File: src/rtl/addsub_accumulator.sv
// ---------------------------------------------------------------------------
// addsub_accumulator
//
// Sequencing stage in front of the combinational AddSub datapath. A request
// (op + operand) is taken through a valid/ready handshake. The registered
// accumulator and operand are driven to AddSub for one full cycle. The sum
// or difference and carry/borrow are then written back into the accumulator
// and status flags. One operation completes every three cycles:
// IDLE -> EXEC -> DONE.
//
// Build option:
//   ACC_SATURATE_EN  when defined, an ADD/SUB with signed overflow clamps
//                    the accumulator to the most positive or most negative
//                    value instead of wrapping. When undefined, the
//                    accumulator wraps modulo 2^WIDTH.
//
// Parameters:
//   WIDTH      operand/accumulator width (>= 2); must match AddSub
//
// Ports:
//   clk        system clock, rising edge
//   rst        asynchronous active-high reset
//   in_valid   request present
//   in_ready   request can be accepted (high only in IDLE)
//   op         00 LOAD, 01 ADD, 10 SUB, 11 CLEAR
//   operand    B operand, or load value for LOAD
//   add_a      to AddSub.A    (registered accumulator)
//   add_b      to AddSub.B    (registered operand)
//   add_ctrl   to AddSub.Ctrl (1 = subtract)
//   add_s      from AddSub.S
//   add_co     from AddSub.Co (carry on add, borrow on sub)
//   acc        accumulator value
//   carry      last ADD carry-out or SUB borrow
//   overflow   last ADD/SUB signed overflow
//   zero       accumulator is zero
//   out_valid  one-cycle pulse when acc/flags were updated
// ---------------------------------------------------------------------------
module addsub_accumulator #(
   parameter int WIDTH = 8
) (
   input  logic             clk,
   input  logic             rst,
   input  logic             in_valid,
   output logic             in_ready,
   input  logic [1:0]       op,
   input  logic [WIDTH-1:0] operand,
   output logic [WIDTH-1:0] add_a,
   output logic [WIDTH-1:0] add_b,
   output logic             add_ctrl,
   input  logic [WIDTH-1:0] add_s,
   input  logic             add_co,
   output logic [WIDTH-1:0] acc,
   output logic             carry,
   output logic             overflow,
   output logic             zero,
   output logic             out_valid
);

   localparam int MSB = WIDTH - 1;

   localparam logic [1:0] OP_LOAD  = 2'b00;
   localparam logic [1:0] OP_ADD   = 2'b01;
   localparam logic [1:0] OP_SUB   = 2'b10;
   localparam logic [1:0] OP_CLEAR = 2'b11;

   typedef enum logic [1:0] {
      IDLE = 2'd0,
      EXEC = 2'd1,
      DONE = 2'd2
   } state_t;

   state_t           state;
   logic [1:0]       op_q;
   logic [WIDTH-1:0] operand_q;

   logic             sum_overflow;
   logic [WIDTH-1:0] arith_result;
   logic [WIDTH-1:0] next_acc;
   logic             next_carry;
   logic             next_overflow;

   // The handshake is taken only in IDLE, so ready is a plain state decode.
   assign in_ready = (state == IDLE);

   // Signed overflow is judged on the operands actually presented to AddSub.
   // A subtract overflows when the operand signs differ and the result sign
   // departs from A. An add overflows when the signs agree and the result
   // sign departs from them.
   always_comb begin
      sum_overflow = 1'b0;
      if (op_q == OP_ADD) begin
         sum_overflow = (add_a[MSB] == add_b[MSB]) && (add_s[MSB] != add_a[MSB]);
      end else if (op_q == OP_SUB) begin
         sum_overflow = (add_a[MSB] != add_b[MSB]) && (add_s[MSB] != add_a[MSB]);
      end
   end

`ifdef ACC_SATURATE_EN
   // On overflow, a wrapped result with its MSB set came from a positive
   // overflow, so it clamps to the largest positive value. Otherwise it
   // clamps to the most negative value.
   localparam logic [WIDTH-1:0] SAT_MAX = {1'b0, {(WIDTH-1){1'b1}}};
   localparam logic [WIDTH-1:0] SAT_MIN = {1'b1, {(WIDTH-1){1'b0}}};

   always_comb begin
      arith_result = add_s;
      if (sum_overflow) begin
         arith_result = add_s[MSB] ? SAT_MAX : SAT_MIN;
      end
   end
`else
   // Plain two's-complement wrap: the adder output is taken as-is.
   always_comb begin
      arith_result = add_s;
   end
`endif

   // Write-back selection for the end of EXEC. LOAD and CLEAR bypass the
   // adder and clear both flags. ADD and SUB take the adder result. They
   // also take its carry/borrow, which is reported even when overflow is set.
   always_comb begin
      next_acc      = '0;
      next_carry    = 1'b0;
      next_overflow = 1'b0;
      case (op_q)
         OP_LOAD: begin
            next_acc = operand_q;
         end
         OP_ADD, OP_SUB: begin
            next_acc      = arith_result;
            next_carry    = add_co;
            next_overflow = sum_overflow;
         end
         OP_CLEAR: begin
            next_acc = '0;
         end
         default: begin
            next_acc = '0;
         end
      endcase
   end

   // Sequencer. The AddSub inputs are loaded at the accept edge, so the
   // adder has the whole EXEC cycle to settle. They return to zero at the
   // write-back edge, which keeps add_ctrl high only during EXEC. Reset can
   // abort an operation at any point, which also drops out_valid at once.
   always_ff @(posedge clk or posedge rst) begin
      if (rst) begin
         state     <= IDLE;
         op_q      <= OP_LOAD;
         operand_q <= '0;
         add_a     <= '0;
         add_b     <= '0;
         add_ctrl  <= 1'b0;
         acc       <= '0;
         carry     <= 1'b0;
         overflow  <= 1'b0;
         zero      <= 1'b1;
         out_valid <= 1'b0;
      end else begin
         case (state)
            IDLE: begin
               if (in_valid) begin
                  op_q      <= op;
                  operand_q <= operand;
                  add_a     <= acc;
                  add_b     <= operand;
                  add_ctrl  <= (op == OP_SUB);
                  state     <= EXEC;
               end
            end
            EXEC: begin
               acc       <= next_acc;
               carry     <= next_carry;
               overflow  <= next_overflow;
               zero      <= (next_acc == '0);
               out_valid <= 1'b1;
               add_a     <= '0;
               add_b     <= '0;
               add_ctrl  <= 1'b0;
               state     <= DONE;
            end
            DONE: begin
               out_valid <= 1'b0;
               state     <= IDLE;
            end
            default: begin
               out_valid <= 1'b0;
               state     <= IDLE;
            end
         endcase
      end
   end

endmodule

File: config.mk
export PLATFORM = sky130hd
export DESIGN_NAME = addsub_accumulator
export DESIGN_NICKNAME = d
export VERILOG_FILES = /design/src/rtl/addsub_accumulator.sv
export SDC_FILE = /design/constraint.sdc
export NUM_CORES = 1
export LEC_CHECK = 0
export ABC_AREA = 1
export CORE_ASPECT_RATIO = 0.75
export CORE_UTILIZATION = 55
export CTS_CLUSTER_DIAMETER = 60
export DETAILED_ROUTE_END_ITERATION = 8
export DONT_BUFFER_PORTS = 1
export GPL_TIMING_DRIVEN = 0
export PLACE_DENSITY = 0.7
export SETUP_SLACK_MARGIN = 0.15
export SLEW_MARGIN = 10
export SYNTH_ARGS = -nofsm -noshare
export SYNTH_HDL_FRONTEND = slang
export SYNTH_SLANG_ARGS = --single-unit
File: constraint.sdc
create_clock -name clk -period 1.8 [get_ports clk]
set_clock_uncertainty 0.15 [all_clocks]
set_input_delay 0.36 -clock clk [delete_from_list [all_inputs] [get_ports clk]]
set_output_delay 0.36 -clock clk [all_outputs]
set_load 0.03 [all_outputs]
## After elaboration in Yosys (flattened, before gate mapping)

Index checks and enable logic that the tools add are counted.

| word-level totals | value |
|---|---|
| output and inout bits | 30 |
| ROM bits | 0 |
| latch bits | 0 |
| memories kept | 0 |
| memory bits (writable) | 0 |
| register bits after elaboration | 41 |
| logic and storage cells | 43 |

| cells by class | value |
|---|---|
| add/sub/neg operators | 0 |
| div/mod/pow operators | 0 |
| reduce and logical (&&, ||, !) cells | 9 |
| equal/unequal tests | 9 |
| bitwise logic cells | 0 |
| shifts and indexed selects | 0 |
| order comparisons | 0 |
| $mul | 0 |
| muxes and demuxes | 14 |

Operators with widths:

| operator | count |
|---|---|
| case mux 8 bit (2 select lines) | 2 |
| case mux 8 bit (3 select lines) | 1 |
| 2-to-1 mux 8 bit | 2 |
| logical NOT 8 bit | 1 |
| == test 2 bit (second input constant) | 3 |
| 2-to-1 mux 1 bit | 5 |
| == test 2 x 1 -> 1 bit (second input constant) | 2 |
| logical NOT 2 bit | 2 |
| case mux 1 bit (2 select lines) | 2 |
| case mux 2 bit (2 select lines) | 1 |
| AND reduction 2 bit | 2 |
| logical AND 1 bit | 2 |
| 2-to-1 mux 2 bit | 1 |
| inequality test 1 bit | 2 |
| inequality test 2 bit (second input constant) | 1 |
| nonzero test 2 bit | 1 |
| OR reduction 2 bit | 1 |
| == test 1 bit | 1 |

## Longest topological paths before layout

Gate-level depths: netlist of the first run.

| logic depth | value |
|---|---|
| word-level depth | 5 |
| depth in mapped cells | 10 |

## Worst setup path after synthesis of the first run

No wires, ideal clock.

| path | value |
|---|---|
| path kind | reg-to-reg |
| start | reg state[1] |
| end | reg add_a[5] |
| setup time | 0.128 ns |
| path slack | 0.319 ns |
| arrival | 1.204 ns |
| data required time | 1.522 ns |
| buffers on the path | 1 |
| cell stages (with the launch flop) | 6 |
| cells stage by stage | dfrtp_1 nor2_2 nand2_2 buf_2 nand3_1 o21ai_0 |

| between the ends | value |
|---|---|
| word-level cells in the longest chain between the ends | 3 |
| elaborated cells on any way between the ends | 6 |
| those cells by class | 2 x eq/ne; 1 x mux; 3 x reduce/logical |

RTL lines:

| item | RTL line | RTL |
|---|---|---|
| from (decl) | 72 | `state_t state;` |
| from (signal assigned) | 149 | `state <= IDLE;` |
| from (signal assigned) | 169 | `state <= EXEC;` |
| from (signal assigned) | 181 | `state <= DONE;` |
| logical NOT 2 bit * | n/a |  |
| via in_ready | 44 | `output logic in_ready,` |
| inequality test 2 bit (no source line) / nonzero test 2 bit (equally long branches) | n/a |  |
| AND reduction 2 bit (no source line) | n/a |  |
| to (signal assigned) | 152 | `add_a <= '0;` |
| to (signal assigned) | 166 | `add_a <= acc;` |
| to (signal assigned) | 178 | `add_a <= '0;` |
| to (decl) | 47 | `output logic [WIDTH-1:0] add_a,` |

Mark *: on every way through the listed nets, which the timed path passes. The rest lies on a longest branch.
A chain may end at the register's enable or synchronous reset.

## Worst setup path in the final report of the first run

| path | value |
|---|---|
| start | reg op_q[1] |
| end | reg zero |

| between the ends | value |
|---|---|
| word-level cells in the longest chain between the ends | 4 |
| elaborated cells on any way between the ends | 7 |
| those cells by class | 3 x eq/ne; 1 x mux; 3 x reduce/logical |

RTL lines:

| item | RTL line | RTL |
|---|---|---|
| from (decl) | 73 | `logic [1:0] op_q;` |
| from (signal assigned) | 164 | `op_q <= op;` |
| == test 2 x 1 -> 1 bit / == test 2 bit (equally long branches) | 125 | `case (op_q)` |
| OR reduction 2 bit | 125 |  |
| case mux 8 bit (3 select lines) * | 125 |  |
| logical NOT 8 bit * | 176 | `zero <= (next_acc == '0);` |
| to (signal assigned) | 176 |  |
| to (decl) | 55 | `output logic zero,` |

Mark *: on every way between the ends. The rest lies on a longest branch, timed or not.

==> flow_summary_export.csv, run 1 <==
group,metric,value,unit
outcome,outcome,"finished clean",
synthesis,yosys.area.top_type,"sky130_fd_sc_hd__dfrtp_1",
cells_and_area,utilization_after_layout,67.5,%
worst_setup_path,critical_path.most_common_cell,"sky130_fd_sc_hd__nand2_1",
route,antenna_left,0,
synthesis,synth_cell_types,19,
floorplanning,die_width,67.4,um
power,power-per-cell-area,1640,nW/um2
synthesis,yosys_warnings,0,
route,post-route-drc-count,0,
power,vdd_drop_max,740,uV
route,drt_pass1_iterations,4,
power,leakage_power_summed_over_all_cells,1.03,nW
clocking,clk_root_buffer_cell,"sky130_fd_sc_hd__clkbuf_8",
sta,setup_violations,0,
power,power,0.00333,W
synthesis,syn_avg_cell_area,8.74,um2
route,detail_route.wirelength,3970,um
cells_and_area,layout.filler_cells,249,
synthesis,yosysTopAreaCellShare,56.7,%
grt,grt.overflow.total,0,
worst_setup_path,timing_worst_setup_path_type,"register to register",
worst_setup_path,slowest_stage,"sky130_fd_sc_hd__dfrtp_1",
floorplanning,design.die.area,3440,um2
sta,drv_slew,0,
worst_hold_path,timing.hold.worst.class,"input port to register",
synthesis,synth_top_cells_by_area,"sky130_fd_sc_hd__dfrtp_1, sky130_fd_sc_hd__nand2_1, sky130_fd_sc_hd__o21ai_0, sky130_fd_sc_hd__nand3_1, sky130_fd_sc_hd__inv_1",
clocking,maximum_buffer_depth_of_the_clock_tree,2,
placement,buffer_ports.inserted,0,
route,vias_per_cell,5.55,
synthesis,post_synth_inst_count,202,
cells_and_area,antenna_cells_inserted,0,
floorplanning,floorplan.initialDensity,58.9,%
worst_setup_path,required_time_at_the_worst_slack_endpoint,1.89,ns
cells_and_area,layout.nets,242,
route,drt_iter0_drc,90,
sta,hold_viol_final,0,
clocking,h_tree_depth,2,
sta,rsz_0062_raised_after_global_routing,"false",
grt,antenna_found_initial,0,
clocking,clk_transition_reported_paths,0.07,ns
run,maxCapViolations,0,
grt,grtUsageTotal,25.2,%
clocking,cts_made_buffers,5,
worst_setup_path,kind_of_start_point_of_the_critical_path,"register",
floorplanning,floorplan.core_area,3000,um2
sta,achievable-frequency,647,MHz
sta,slew-limit-headroom,74.9,%
floorplanning,die_y,51.1,um
cells_and_area,instances_no_fill,256,
grt,first_global_vias,1308,
grt,grt_pass1_wl,6180,um
floorplanning,placement_rows,17,
sta,fin_crit_sh,85.8,%
worst_setup_path,critical_path_arrival,1.63,ns
sta,min_period,1.54,ns
placement,place.gp.congestion,0.800,
placement,place.detailed.hpwl,2790,um
worst_setup_path,crit_chain,"inv_2 > ha_4 > buf_6 > nand2_1 > nand2_1 > nand2_1 > nand3_2 > nor2_2 > nand2_1 > nand2_1",
cells_and_area,area_growth_syn_to_layout,14.7,%
worst_setup_path,cp_top_family,"simple AND/OR/NAND/NOR gates",
worst_setup_path,crit_fanout,5,
grt,grt_start_max_net_pins,41,
route,vias,1420,
cells_and_area,drive_gt1_share,17.0,%
worst_setup_path,category_of_the_worst_setup_path_capture_point,"register",
synthesis,seq_area_frac_synth,58.2,%
placement,dp.cells,241,
synthesis,synthesis.nets,227,
synthesis,synth_area,1770,um2
synthesis,postSynthRegisterBits,41,
floorplanning,design.portCount,52,
clocking,tritoncts,"done",
route,detail_route.wl_per_cell,15.5,um
clocking,clk-insertion-delay-late,0.29,ns
clocking,clkSinkCount,41,
worst_setup_path,critical_path_buf_inv_count,2,
sta,worst-slew-pin-transition,0.376,ns
worst_setup_path,timing.critical_path.slowest_cell_delay,0.41,ns
==> through the flow <==
step           hold slack, ns  cell area (um2)  worst slack [ns]  TNS, ns
5_1_grt                0.0586             2020             0.163        0
4_1_cts               0.00551             1930             0.125        0
3_5_place_dp          -0.0449             1830             0.124        0
3_3_place_gp            0.311             1810           -0.0363    -1.39
6_report               0.0574             2020             0.255        0
2_1_floorplan           0.293             1770             0.319        0
==> flip-flops by register name, summed over array words and instances (netlist names) <==
| signal | cells |
|---|---|
| op_q | 2 |
| operand_q | 8 |
| overflow | 1 |
| add_b | 8 |
| zero | 1 |
| acc | 8 |
| state | 2 |
| add_a | 8 |
| add_ctrl | 1 |
| carry | 1 |
| out_valid | 1 |
==> layer usage <==
layer / part of all wire [%] / wire, um / track usage [%]
met5: 0 / 0 / 0
met4: 1.8 / 73 / 11.0
met3: 7.2 / 285 / 7.81
met2: 46 / 1820 / 36.3
met1: 45 / 1800 / 34.9
==> what timing repair did <==
| action | 4_1_cts | 5_1_grt |
|---|---|---|
| endpoints found under the setup margin | 5 | 5 |
| hold endpoints to repair | 40 | 1 |
| gates cloned | 0 | 1 |
| hold buffers | 1 | 1 |
| resized for setup | 2 | 16 |
| buffers inserted | 0 | 4 |
| pin swaps | 0 | 2 |
==> cell families (layout without fill, tap and decap cells) <==
| kind of cell | after synthesis | count (layout) | share of synthesized area (%) |
|---|---|---|---|
| XOR/XNOR | 1 | 1 | 0.496 |
| AND/OR/NAND/NOR | 89 | 89 | 20.6 |
| flip-flops | 41 | 41 | 58.2 |
| buffers and inverters | 31 | 47 | 7.58 |
| AO/OA/AOI/OAI | 37 | 37 | 11.0 |
| adder cells (fa/ha/maj) | 3 | 3 | 2.13 |
==> Yosys cell counts (all sizes together) <==
| library cell | n |
|---|---|
| o22ai | 1 |
| buf | 8 |
| nand2 | 64 |
| inv | 22 |
| o21ai | 33 |
| o31ai | 1 |
| xnor2 | 1 |
| clkbuf | 1 |
| dfrtp | 40 |
| dfstp | 1 |
| nor2 | 7 |
| ha | 3 |
| a22oi | 2 |
| nand3 | 18 |
==> layout make-up <==
class	count	area (um2)	area share (%)
plain buffers	9	57.6	2.84
flip-flops and latches	41	1030	50.7
multi-input cells	130	648	32.0
repair buffers	8	81.3	4.02
clock buffers	8	80.1	3.96
inverters	22	82.6	4.08
well taps	38	47.5	2.35
==> power breakdown <==
part	switching [W]	total, W	internal (W)	leakage [nW]
Sequential	0.000689	0.00189	0.00120	0.519
Combinational	0.000501	0.000863	0.000361	0.475
Clock	0.000297	0.000572	0.000275	0.0395
==> worst paths after layout <==
| check | start | to | slack [ns] | depth (start not counted) |
|---|---|---|---|---|
| max in group asynchronous | rst | zero | 0.82 | 3 |
| setup / recovery | op_q[1] | zero | 0.26 | 10 |
| setup reg to reg | op_q[1] | zero | 0.26 | 10 |
| hold reg to reg | operand_q[4] | operand_q[4] | 0.34 | 2 |
| hold / removal | operand[6] | operand_q[6] | 0.06 | 2 |
| min in group asynchronous | rst | add_b[5] | 0.22 | 2 |
==> cell usage in the layout (no fill, tap or decap), drive strengths merged <==
cell / netlist / final
dlygate4sd3: 0 / 2
ha: 3 / 3
nor2: 7 / 7
inv: 22 / 22
nand3: 18 / 18
dfstp: 1 / 1
o22ai: 1 / 1
buf: 8 / 14
o31ai: 1 / 1
dfrtp: 40 / 40
clkbuf: 1 / 9
nand2: 64 / 64
o21ai: 33 / 33
xnor2: 1 / 1
a22oi: 2 / 2
==> worst reg2reg max path, stage by stage, from the launching register on <==
cell and delay (ns):
sky130_fd_sc_hd__dfrtp_1 0.41, sky130_fd_sc_hd__inv_2 0.09, sky130_fd_sc_hd__ha_4 0.20, sky130_fd_sc_hd__buf_6 0.13, sky130_fd_sc_hd__nand2_1 0.07, sky130_fd_sc_hd__nand2_1 0.04
sky130_fd_sc_hd__nand2_1 0.09, sky130_fd_sc_hd__nand3_2 0.08, sky130_fd_sc_hd__nor2_2 0.12, sky130_fd_sc_hd__nand2_1 0.05, sky130_fd_sc_hd__nand2_1 0.05
Power figures use the tool's default switching activity.
==> inputs of run 2 (changes only) <==
==> constraint.sdc (replaced) <==
create_clock -name clk -period 1.7 [get_ports clk]
set_clock_uncertainty 0.15 [all_clocks]
set_input_delay 0.34 -clock clk [delete_from_list [all_inputs] [get_ports clk]]
set_output_delay 0.34 -clock clk [all_outputs]
set_load 0.01 [all_outputs]
==> flow_summary_export.csv, run 2 (synthesis results as in run 1) <==
group,metric,value,unit
cells_and_area,antenna_cells_inserted,0,
worst_setup_path,cp-startpoint,"op_q[0]",
placement,place.detailed.hpwl,2790,um
worst_setup_path,ff2ff_path_depth,10,
route,drt_pass1_iterations,4,
worst_setup_path,crit_fanout,5,
clocking,maximum_buffer_depth_of_the_clock_tree,2,
sta,fin_worst_hold_slack,0.0419,ns
placement,dp.cells,241,
sta,fin_crit_sh,89.4,%
sta,drv_slew,0,
worst_setup_path,category_of_the_worst_setup_path_capture_point,"register",
sta,worst-slew-pin-transition,0.221,ns
grt,antenna_found_initial,0,
clocking,clkSinkCount,41,
cells_and_area,multiInputGateArea,656,um2
route,vias_per_cell,5.56,
cells_and_area,final_common_cell,"sky130_fd_sc_hd__nand2_1",
worst_setup_path,critical_register_to_register_path_endpoint,"zero",
clocking,tritoncts,"done",
clocking,clk_transition_reported_paths,0.07,ns
sta,setup_violations,0,
grt,grt.overflow.total,0,
placement,buffer_ports.inserted,0,
cells_and_area,area_growth_syn_to_layout,15.7,%
worst_setup_path,required_time_at_the_worst_slack_endpoint,1.78,ns
grt,grt_start_max_net_pins,41,
power,vdd_drop_max,702,uV
cells_and_area,layout.nets,243,
worst_setup_path,critical_path_arrival,1.60,ns
grt,grt_pass1_wl,6530,um
clocking,clk-insertion-delay-late,0.29,ns
floorplanning,floorplan.core_area,3000,um2
sta,hold_viol_final,0,
route,detail_route.wirelength,4120,um
cells_and_area,layout.filler_cells,258,
floorplanning,design.portCount,52,
floorplanning,floorplan.initialDensity,58.9,%
worst_setup_path,endpoint,"zero",
run,maxCapViolations,0,
floorplanning,placement_rows,17,
sta,min_period,1.52,ns
cells_and_area,layout.area.seq,1030,um2
worst_setup_path,reg2reg_from,"op_q[0]",
floorplanning,die_y,51.1,um
clocking,clk_root_buffer_cell,"sky130_fd_sc_hd__clkbuf_8",
worst_setup_path,kind_of_start_point_of_the_critical_path,"register",
grt,first_global_vias,1380,
worst_setup_path,r2r_slack,0.18,ns
power,power-per-cell-area,1560,nW/um2
sta,achievable-frequency,658,MHz
cells_and_area,instances_no_fill,257,
sta,slew-limit-headroom,85.2,%
worst_setup_path,timing_worst_setup_path_type,"register to register",
sta,rsz_0062_raised_after_global_routing,"true",
clocking,h_tree_depth,2,
outcome,outcome,"finished clean",
grt,grtUsageTotal,26.7,%
worst_hold_path,hold_path.startpoint,"operand[6]",
route,drt_iter0_drc,94,
cells_and_area,final_cell_mix,"sky130_fd_sc_hd__nand2_1, sky130_fd_sc_hd__dfrtp_1, sky130_fd_sc_hd__o21ai_0, sky130_fd_sc_hd__inv_1, sky130_fd_sc_hd__nand3_1",
floorplanning,die_width,67.4,um
power,leakage_power_summed_over_all_cells,1.04,nW
floorplanning,design.die.area,3440,um2
cells_and_area,drive_gt1_share,18.7,%
route,antenna_left,0,
route,detail_route.wl_per_cell,16.0,um
cells_and_area,utilization_after_layout,68.1,%
worst_hold_path,timing.hold.worst.class,"input port to register",
route,vias,1430,
route,post-route-drc-count,0,
clocking,cts_made_buffers,5,
placement,place.gp.congestion,0.800,
## run 2: final cells by class
cell class	count	share of cell area [%]
clock buffers	8	3.92
repair buffers	9	4.35
well taps	38	2.33
multi-input cells	130	32.1
plain buffers	9	3.00
inverters	22	4.04
flip-flops and latches	41	50.3
## run 2: metrics by stage
step	cell area, um2	setup WS (ns)	setup TNS (ns)	power, W
floorplan	1770	0.249	0	0.00215
global placement	1810	-0.116	-4.59	0.00233
global route	2040	0.0901	0	0.00339
finish	2040	0.180	0	0.00318
CTS	2000	0.152	0	0.00311
detailed placement	1830	0.0241	0	0.00238
## run 2: what timing repair did
action / 4_1_cts / 5_1_grt
endpoints found under the hold margin: 41 / 0
setup endpoints to repair: 3 / 8
gates cloned: 1 / 0
pin swaps: 0 / 2
buffers inserted: 4 / 1
resized for setup: 12 / 9
hold buffers: 2 / 0
## run 2: worst min-delay path by stage
| stage | slack [ns] | end | cells past startpoint |
|---|---|---|---|
| floorplan | 0.29 | add_ctrl | 1 |
| global placement | 0.29 | add_ctrl | 1 |
| detailed placement | -0.06 | add_b[5] | 1 |
| CTS | 0.03 | op_q[0] | 2 |
| global route | 0.06 | operand_q[6] | 2 |
| finish | 0.04 | operand_q[6] | 2 |
## run 2: power by group
part           leakage [nW]  internal [W]  switching [W]
Clock                0.0395      0.000292       0.000311
Sequential            0.519       0.00128       0.000359
Combinational         0.482      0.000396       0.000545
## run 2: worst max-delay path, stage by stage (launching register included)
cell and delay [ns]:
sky130_fd_sc_hd__dfrtp_1 0.40, sky130_fd_sc_hd__inv_2 0.09, sky130_fd_sc_hd__ha_4 0.21, sky130_fd_sc_hd__buf_6 0.13, sky130_fd_sc_hd__nand2_1 0.07, sky130_fd_sc_hd__nand2_1 0.06, sky130_fd_sc_hd__nand2_2 0.07, sky130_fd_sc_hd__nand3_2 0.07
sky130_fd_sc_hd__nor2_2 0.12, sky130_fd_sc_hd__nand2_1 0.05, sky130_fd_sc_hd__nand2_1 0.05
## run 2: layer usage
metal  global-route usage [%]  vias up  part of all wire, %
li1                         -      674                    -
met1                     36.5      707                   46
met2                     39.8       44                   47
met3                     7.59        5                  5.7
met4                     11.0        0                  1.2
met5                        0        -                    0
==> inputs of run 3 (changes only) <==
- ABC_CLOCK_PERIOD_IN_PS: unset -> 1700
- CAP_MARGIN: unset -> 40
==> results of run 3 <==
Same layout as run 2: the final DEF is identical, and so are final timing and power.
